### config.mk
export PLATFORM = sky130hd
export DESIGN_NAME = pc8e_reader_flat
export DESIGN_NICKNAME = d
export VERILOG_FILES = /design/src/rtl/pc8e_pkg.sv /design/src/rtl/pc8e_reader_if.sv /design/src/rtl/pc8e_reader_iop_edge.sv /design/src/rtl/pc8e_reader.sv /design/src/flat_wrapper.sv
export SDC_FILE = /design/constraint.sdc
export NUM_CORES = 1
export LEC_CHECK = 0
export ABC_AREA = 1
export CAP_MARGIN = 20
export CORE_ASPECT_RATIO = 1.75
export CORE_MARGIN = 2
export CORE_UTILIZATION = 43
export CTS_CLUSTER_DIAMETER = 150
export DETAILED_ROUTE_END_ITERATION = 12
export PLACE_DENSITY = 0.77
export SYNTH_ARGS = -nofsm -noshare
export SYNTH_HDL_FRONTEND = slang
export SYNTH_SLANG_ARGS = --single-unit
### constraint.sdc
create_clock -name clk -period 1.4 [get_ports clk]
set_input_delay 0.14 -clock clk [delete_from_list [all_inputs] [get_ports clk]]
set_output_delay 0.14 -clock clk [all_outputs]
set_load 0.01 [all_outputs]
### src/rtl/pc8e_pkg.sv
// Shared types and constants for the PC8E-style high-speed paper-tape reader.
package pc8e_pkg;

    typedef enum logic [1:0] {
        StIdle,
        StReq,
        StWait
    } fetch_state_e;

    // Bit positions of the IOP pulses in the {iop_4, iop_2, iop_1} vector
    localparam int unsigned IopRsf = 0;
    localparam int unsigned IopRrb = 1;
    localparam int unsigned IopRfc = 2;

    localparam logic [5:0] DevCodeDefault = 6'o01;

endpackage

### src/rtl/pc8e_reader_if.sv
// PDP-8/I positive I/O bus signals seen by the tape reader; master is the CPU side.
interface pc8e_reader_if;

    logic        iop_1;
    logic        iop_2;
    logic        iop_4;
    logic        i_o_pwr_clr;
    logic [11:0] io_bmb;
    logic [11:0] db_l;
    logic        i_o_data_in;
    logic        i_o_skp_rq_l;
    logic        i_o_int_rq_l;

    modport master (
        output iop_1, iop_2, iop_4, i_o_pwr_clr, io_bmb,
        input  db_l, i_o_data_in, i_o_skp_rq_l, i_o_int_rq_l
    );

    modport slave (
        input  iop_1, iop_2, iop_4, i_o_pwr_clr, io_bmb,
        output db_l, i_o_data_in, i_o_skp_rq_l, i_o_int_rq_l
    );

endinterface

### src/rtl/pc8e_reader_iop_edge.sv
// Rising-edge detector for the three IOP pulse levels; synchronous active-low reset.
module iop_edge (
    input  logic       clk,
    input  logic       rst,
    input  logic [2:0] iop,
    output logic [2:0] rise
);

    logic [2:0] iop_q;

    always_ff @(posedge clk) begin
        if (!rst) begin
            iop_q <= '0;
        end else begin
            iop_q <= iop;
        end
    end

    assign rise = iop & ~iop_q;

endmodule

### src/rtl/pc8e_reader.sv
// PC8E-style paper-tape reader responder on the PDP-8/I I/O bus.
// Define PC8E_INT_EN to drive a registered interrupt request from the reader flag.
module pc8e_reader
    import pc8e_pkg::*;
#(
    parameter logic [5:0]  DEV_CODE     = DevCodeDefault,
    parameter int unsigned FETCH_CYCLES = 1000,
    parameter int unsigned CW           = 16
) (
    input  logic                 clk,
    input  logic                 rst,
    pc8e_reader_if.slave         bus,
    output logic                 tape_req,
    input  logic [7:0]           tape_data,
    input  logic                 tape_strobe,
    output logic                 flag,
    output logic                 busy
);

    localparam logic [CW-1:0] CntLoad = CW'(FETCH_CYCLES - 1);

    fetch_state_e state_q, state_d;
    logic [CW-1:0] cnt_q, cnt_d;
    logic [7:0]    rb_q, rb_d;
    logic          flag_q, flag_d;

    logic       clr_n;
    logic       sel;
    logic [2:0] rise;
    logic       rrb_fire;
    logic       fetch_start;
    logic       strobe_take;
    logic       fetch_done;
    logic       rsf_active;
    logic       rrb_active;

    // Power clear is indistinguishable from reset
    assign clr_n = rst & ~bus.i_o_pwr_clr;
    assign sel   = (bus.io_bmb[8:3] == DEV_CODE);

    iop_edge u_iop_edge (
        .clk  (clk),
        .rst  (clr_n),
        .iop  ({bus.iop_4, bus.iop_2, bus.iop_1}),
        .rise (rise)
    );

    assign rrb_fire    = rise[IopRrb] & sel;
    // RFC only acts from idle; while busy it neither restarts nor clears the flag
    assign fetch_start = rise[IopRfc] & sel & (state_q == StIdle);
    assign strobe_take = (state_q == StReq) & tape_strobe;
    assign fetch_done  = (state_q == StWait) & (cnt_q == '0);

    always_ff @(posedge clk) begin
        if (!clr_n) begin
            state_q <= StIdle;
        end else begin
            state_q <= state_d;
        end
    end

    always_comb begin
        state_d = state_q;
        unique case (state_q)
            StIdle: if (fetch_start) state_d = StReq;
            StReq:  if (tape_strobe) state_d = StWait;
            StWait: if (cnt_q == '0) state_d = StIdle;
            default: state_d = StIdle;
        endcase
    end

    always_comb begin
        tape_req = (state_q == StReq);
        busy     = (state_q != StIdle);
    end

    always_comb begin
        cnt_d = cnt_q;
        rb_d  = rb_q;
        if (strobe_take) begin
            rb_d  = tape_data;
            cnt_d = CntLoad;
        end else if ((state_q == StWait) && (cnt_q != '0)) begin
            cnt_d = cnt_q - 1'b1;
        end
    end

    // Set after clear so a completing fetch wins over a same-cycle clear
    always_comb begin
        flag_d = flag_q;
        if (rrb_fire || fetch_start) flag_d = 1'b0;
        if (fetch_done)              flag_d = 1'b1;
    end

    always_ff @(posedge clk) begin
        if (!clr_n) begin
            cnt_q  <= '0;
            rb_q   <= '0;
            flag_q <= 1'b0;
        end else begin
            cnt_q  <= cnt_d;
            rb_q   <= rb_d;
            flag_q <= flag_d;
        end
    end

    assign flag = flag_q;

    assign rsf_active       = bus.iop_1 & sel & flag_q;
    assign rrb_active       = bus.iop_2 & sel;
    assign bus.i_o_skp_rq_l = ~rsf_active;
    assign bus.i_o_data_in  = ~rrb_active;
    assign bus.db_l         = rrb_active ? ~{4'b0000, rb_q} : 12'o7777;

`ifdef PC8E_INT_EN
    logic int_q;

    always_ff @(posedge clk) begin
        if (!clr_n) begin
            int_q <= 1'b1;
        end else begin
            int_q <= ~flag_q;
        end
    end

    assign bus.i_o_int_rq_l = int_q;
`else
    assign bus.i_o_int_rq_l = 1'b1;
`endif

    logic unused_bmb;
    assign unused_bmb = ^{bus.io_bmb[11:9], bus.io_bmb[2:0]};

endmodule

### src/flat_wrapper.sv
// flat-port wrapper written by rule: the top's interface ports become plain ports
module pc8e_reader_flat import pc8e_pkg::*;
#(
    parameter logic [5:0]  DEV_CODE     = DevCodeDefault,
    parameter int unsigned FETCH_CYCLES = 1000,
    parameter int unsigned CW           = 16
)
  (clk, rst, tape_req, tape_data, tape_strobe, flag, busy, bus_iop_1, bus_iop_2, bus_iop_4, bus_i_o_pwr_clr, bus_io_bmb, bus_db_l, bus_i_o_data_in, bus_i_o_skp_rq_l, bus_i_o_int_rq_l);
  pc8e_reader_if bus_i ();
  input  logic clk;
  input  logic rst;
  output logic tape_req;
  input  logic [7:0] tape_data;
  input  logic tape_strobe;
  output logic flag;
  output logic busy;
  input wire logic [$bits(bus_i.iop_1)-1:0] bus_iop_1;
  input wire logic [$bits(bus_i.iop_2)-1:0] bus_iop_2;
  input wire logic [$bits(bus_i.iop_4)-1:0] bus_iop_4;
  input wire logic [$bits(bus_i.i_o_pwr_clr)-1:0] bus_i_o_pwr_clr;
  input wire logic [$bits(bus_i.io_bmb)-1:0] bus_io_bmb;
  output wire logic [$bits(bus_i.db_l)-1:0] bus_db_l;
  output wire logic [$bits(bus_i.i_o_data_in)-1:0] bus_i_o_data_in;
  output wire logic [$bits(bus_i.i_o_skp_rq_l)-1:0] bus_i_o_skp_rq_l;
  output wire logic [$bits(bus_i.i_o_int_rq_l)-1:0] bus_i_o_int_rq_l;
  assign bus_i.iop_1 = bus_iop_1;
  assign bus_i.iop_2 = bus_iop_2;
  assign bus_i.iop_4 = bus_iop_4;
  assign bus_i.i_o_pwr_clr = bus_i_o_pwr_clr;
  assign bus_i.io_bmb = bus_io_bmb;
  assign bus_db_l = bus_i.db_l;
  assign bus_i_o_data_in = bus_i.i_o_data_in;
  assign bus_i_o_skp_rq_l = bus_i.i_o_skp_rq_l;
  assign bus_i_o_int_rq_l = bus_i.i_o_int_rq_l;
  pc8e_reader #(.DEV_CODE(DEV_CODE), .FETCH_CYCLES(FETCH_CYCLES), .CW(CW)) u_core (.clk(clk), .rst(rst), .bus(bus_i), .tape_req(tape_req), .tape_data(tape_data), .tape_strobe(tape_strobe), .flag(flag), .busy(busy));
endmodule
==> flow_summary.yaml, run 1 <==
worst_setup_path:
  worstPathRequired_ns: 1.55
  cp_slowest_cell: "dfxtp_2"
  crit_path_frequent_cell: "nand2_4"
  critPathLaunch: "u_core.cnt_q[1]$_SDFFE_PN0P_"
  end_kind: "flop"
  arrival_ns: 1.54
  critPathKind: "reg -> reg"
  critPathMaxStageDelay_ns: 0.34
  critPathMaxFanout: 8
  r2r_slack_ns: 0.002
  worstPathCellList: "inv_4 > ha_4 > nand2_4 > nor2_4 > nand2_4 > nand2_8 > inv_2 > nand2_1 > a31oi_1"
  path_delay_family: "simple AND/OR/NAND/NOR gates"
  r2r-start: "u_core.cnt_q[1]$_SDFFE_PN0P_"
  startpoint_type: "flop"
  path_buf_inv: 2
timing:
  rsz0062_at_grt: "yes"
  post-route-min-period_ns: 1.40
  finalHoldViolCount: 0
  clock.fmax_mhz: 715
  hold_slack_ns: 0.406
  setup_viol: 0
  skew_ns: 0.00245
  fin_crit_sh_pct: 99.8
  slew_violations: 0
synth:
  yosysTopAreaCell: "dfxtp_1"
  yosysTopAreaCellShare_pct: 34.3
  ys_seq_area_share_pct: 34.3
  ys_types: 28
  ys_top_cells_by_area: "dfxtp_1 34%, nand2_1 13%, inv_1 9.1%"
  yosysWarnings: 0
  synth.avg_cell_area_sq_um: 6.66
  synthCells: 254
  ys_seq_elements: 29
  syn-cell-area_sq_mm: 0.00169
die:
  row_count: 30
  start_util_pct: 44.2
  fp.dieW_um: 51.4
  fp.dieH_um: 86.9
  die_area_sq_mm: 0.00447
  io_pins: 45
  core_sq_mm: 0.00383
clock_network:
  cts_tree: "yes"
  clkLatencyLatePin_ns: 0.29
  cts_max_level: 2
  cts_hold_buf: 0
  clkTransAtPathRegs_ns: 0.06
  cts_buffer_depth: 2
  clock_sinks: 29
  numCtsBuffers: 5
  root_buffer: "clkbuf_8"
finish:
  multiInputGateArea_sq_um: 992
  antenna_cells_inserted: 0
  nets: 345
  fillers: 345
  drive_gt1_share_pct: 31.9
  ff_latch_area_sq_um: 592
  post-route-util_pct: 63.9
  area_growth_pct: 44.7
drt:
  dr.first_iter.drc_count: 44
  viasPerCell: 4.79
  wl_per_cell_um: 11.9
  dr_total_vias: 1747
  wl_um: 4340
  antenna_left: 0
  drtPass1Iterations: 4
  drcViolationCount: 0
global_route:
  grt_pass1_wl_um: 6980
  grt_use_total_pct: 20.9
  grt_antenna_before_repair: 0
  first_global_vias: 1697
  grt_max_degree: 16
  grt_overflow: 0
run_status:
  status: "complete, no violations"
power:
  peakVddDrop_mv: 0.519
  powerDensity_mw_per_mm2: 698
  p_leak_nw: 1.09
placement:
  dpl.hpwl_um: 3000
  place.gp.congestion: 0.808
  io_buffer_count: 33
min_path:
  hold_start: "bus_iop_4"
  min_path_type: "in -> reg"
flow_run:
  drv_cap: 0
[cell type report]
class / instances / share of cell area [%]
Sequential cell: 29 / 24.2
Timing Repair Buffer: 61 / 21.4
Clock inverter: 1 / 0.205
Clock buffer: 7 / 3.94
Tap cell: 48 / 2.46
Multi-Input combinational cell: 173 / 40.6
Inverter: 46 / 7.26
[worst min-delay path, stage by stage]
cell             delay (ns)
clkdlybuf4s50_1        0.40
inv_1                  0.07
nor2_1                 0.04
[timing repair]
item / 4_1_cts / 5_1_grt
cloned: 1 / 0
pin swaps: 7 / 15
endpoints found under the setup margin: 22 / 19
gates resized for setup: 52 / 31
setup buffers: 2 / 4
[cells in the final DEF, fill, tap and decap left out, types with 7 or more instances in the layout]
master / n
dfxtp_1: 22
buf_4: 25
inv_1: 38
nand2_2: 9
nor2_1: 22
nand3_1: 23
nand2_1: 53
clkbuf_8: 7
a21oi_1: 12
nor2_2: 9
clkdlybuf4s50_1: 15
nor2_4: 7
[final timing paths]
check | end | depth (start not counted)
worst min-delay path | u_core.u_iop_edge.iop_q[2]$_SDFF_PN0_ | 3
worst max register to register | u_core.cnt_q[0]$_SDFFE_PN0P_ | 9
worst min register to register | u_core.rb_q[5]$_SDFFE_PN0P_ | 2
worst max-delay path | u_core.cnt_q[0]$_SDFFE_PN0P_ | 9
[state kept, by name, indices dropped and copies added (netlist names)]
signal and flops:
u_core.cnt_q 16, u_core.flag 1, u_core.rb_q 8, u_core.state_q 2, u_core.u_iop_edge.iop_q 2
[through the flow]
stage | setup WS [ns] | cell area [sq um] | instances | setup TNS (ns) | total power, mW
final | 0.00212 | 2450 | 365 | 0 | 1.71
after floorplan | 0.0557 | 1710 | 258 | 0 | 0.898
after global routing | -0.0588 | 2450 | 365 | -0.377 | 1.78
after CTS | 0.00677 | 2350 | 361 | 0 | 1.73
after global placement | -0.531 | 2210 | 350 | -5.12 | 0.961
after detailed placement | -0.553 | 2210 | 350 | -5.40 | 0.962
[kinds of logic after synthesis]
| family | Yosys count | synth area share, % |
|---|---|---|
| other cells | 1 | 0.222 |
| xor+xnor | 1 | 0.518 |
| flops | 29 | 34.3 |
| fa+ha+maj | 2 | 1.48 |
| compound gates | 17 | 5.18 |
| simple gates | 147 | 43.7 |
| buf+inv | 57 | 14.6 |
[synth_stat cells]
| cell | count |
|---|---|
| nand2_1 | 60 |
| inv_1 | 41 |
| dfxtp_1 | 29 |
| nor2_1 | 27 |
| nand3_1 | 24 |
| a21oi_1 | 12 |
| nor2_2 | 6 |
| buf_2 | 5 |
| buf_4 | 5 |
| nand4_1 | 5 |
| inv_2 | 4 |
| nand2_2 | 4 |
| nand3_2 | 4 |
| nor2_4 | 4 |
| nor3_1 | 4 |
| nand2_4 | 3 |
| o21ai_0 | 3 |
| a31oi_1 | 2 |
| ha_1 | 2 |
| nor3_2 | 2 |
| and3_1 | 1 |
| buf_6 | 1 |
| clkinv_1 | 1 |
| conb_1 | 1 |
| nor2_8 | 1 |
| nor4_1 | 1 |
| or2_2 | 1 |
| xor2_1 | 1 |
[routing by layer]
metal | global-route usage [%] | up-vias | wire (um)
li1 | - | 896 | -
met1 | 19.5 | 786 | 1500
met2 | 38.9 | 49 | 2470
met3 | 5.50 | 16 | 191
met4 | 12.2 | 0 | 174
met5 | 0 | - | 0
[where the power goes]
part           internal [mW]  total (mW)  switching [mW]  leakage (nW)
clock                  0.443       0.765           0.321        0.0542
sequential             0.826       0.826        0.000707         0.238
combinational         0.0638       0.117          0.0535         0.797
Note: power is estimated with default switching activity, not from simulation.
==> inputs of run 2 (changes only) <==
--- a/config.mk
+++ b/config.mk
@@ -11,6 +11,7 @@
 export CORE_MARGIN = 2
 export CORE_UTILIZATION = 43
 export CTS_CLUSTER_DIAMETER = 150
+export CTS_CLUSTER_SIZE = 24
 export DETAILED_ROUTE_END_ITERATION = 12
 export PLACE_DENSITY = 0.77
 export SYNTH_ARGS = -nofsm -noshare
==> results of run 2 <==
The final DEF is identical to that of run 1; final timing and power are the same.
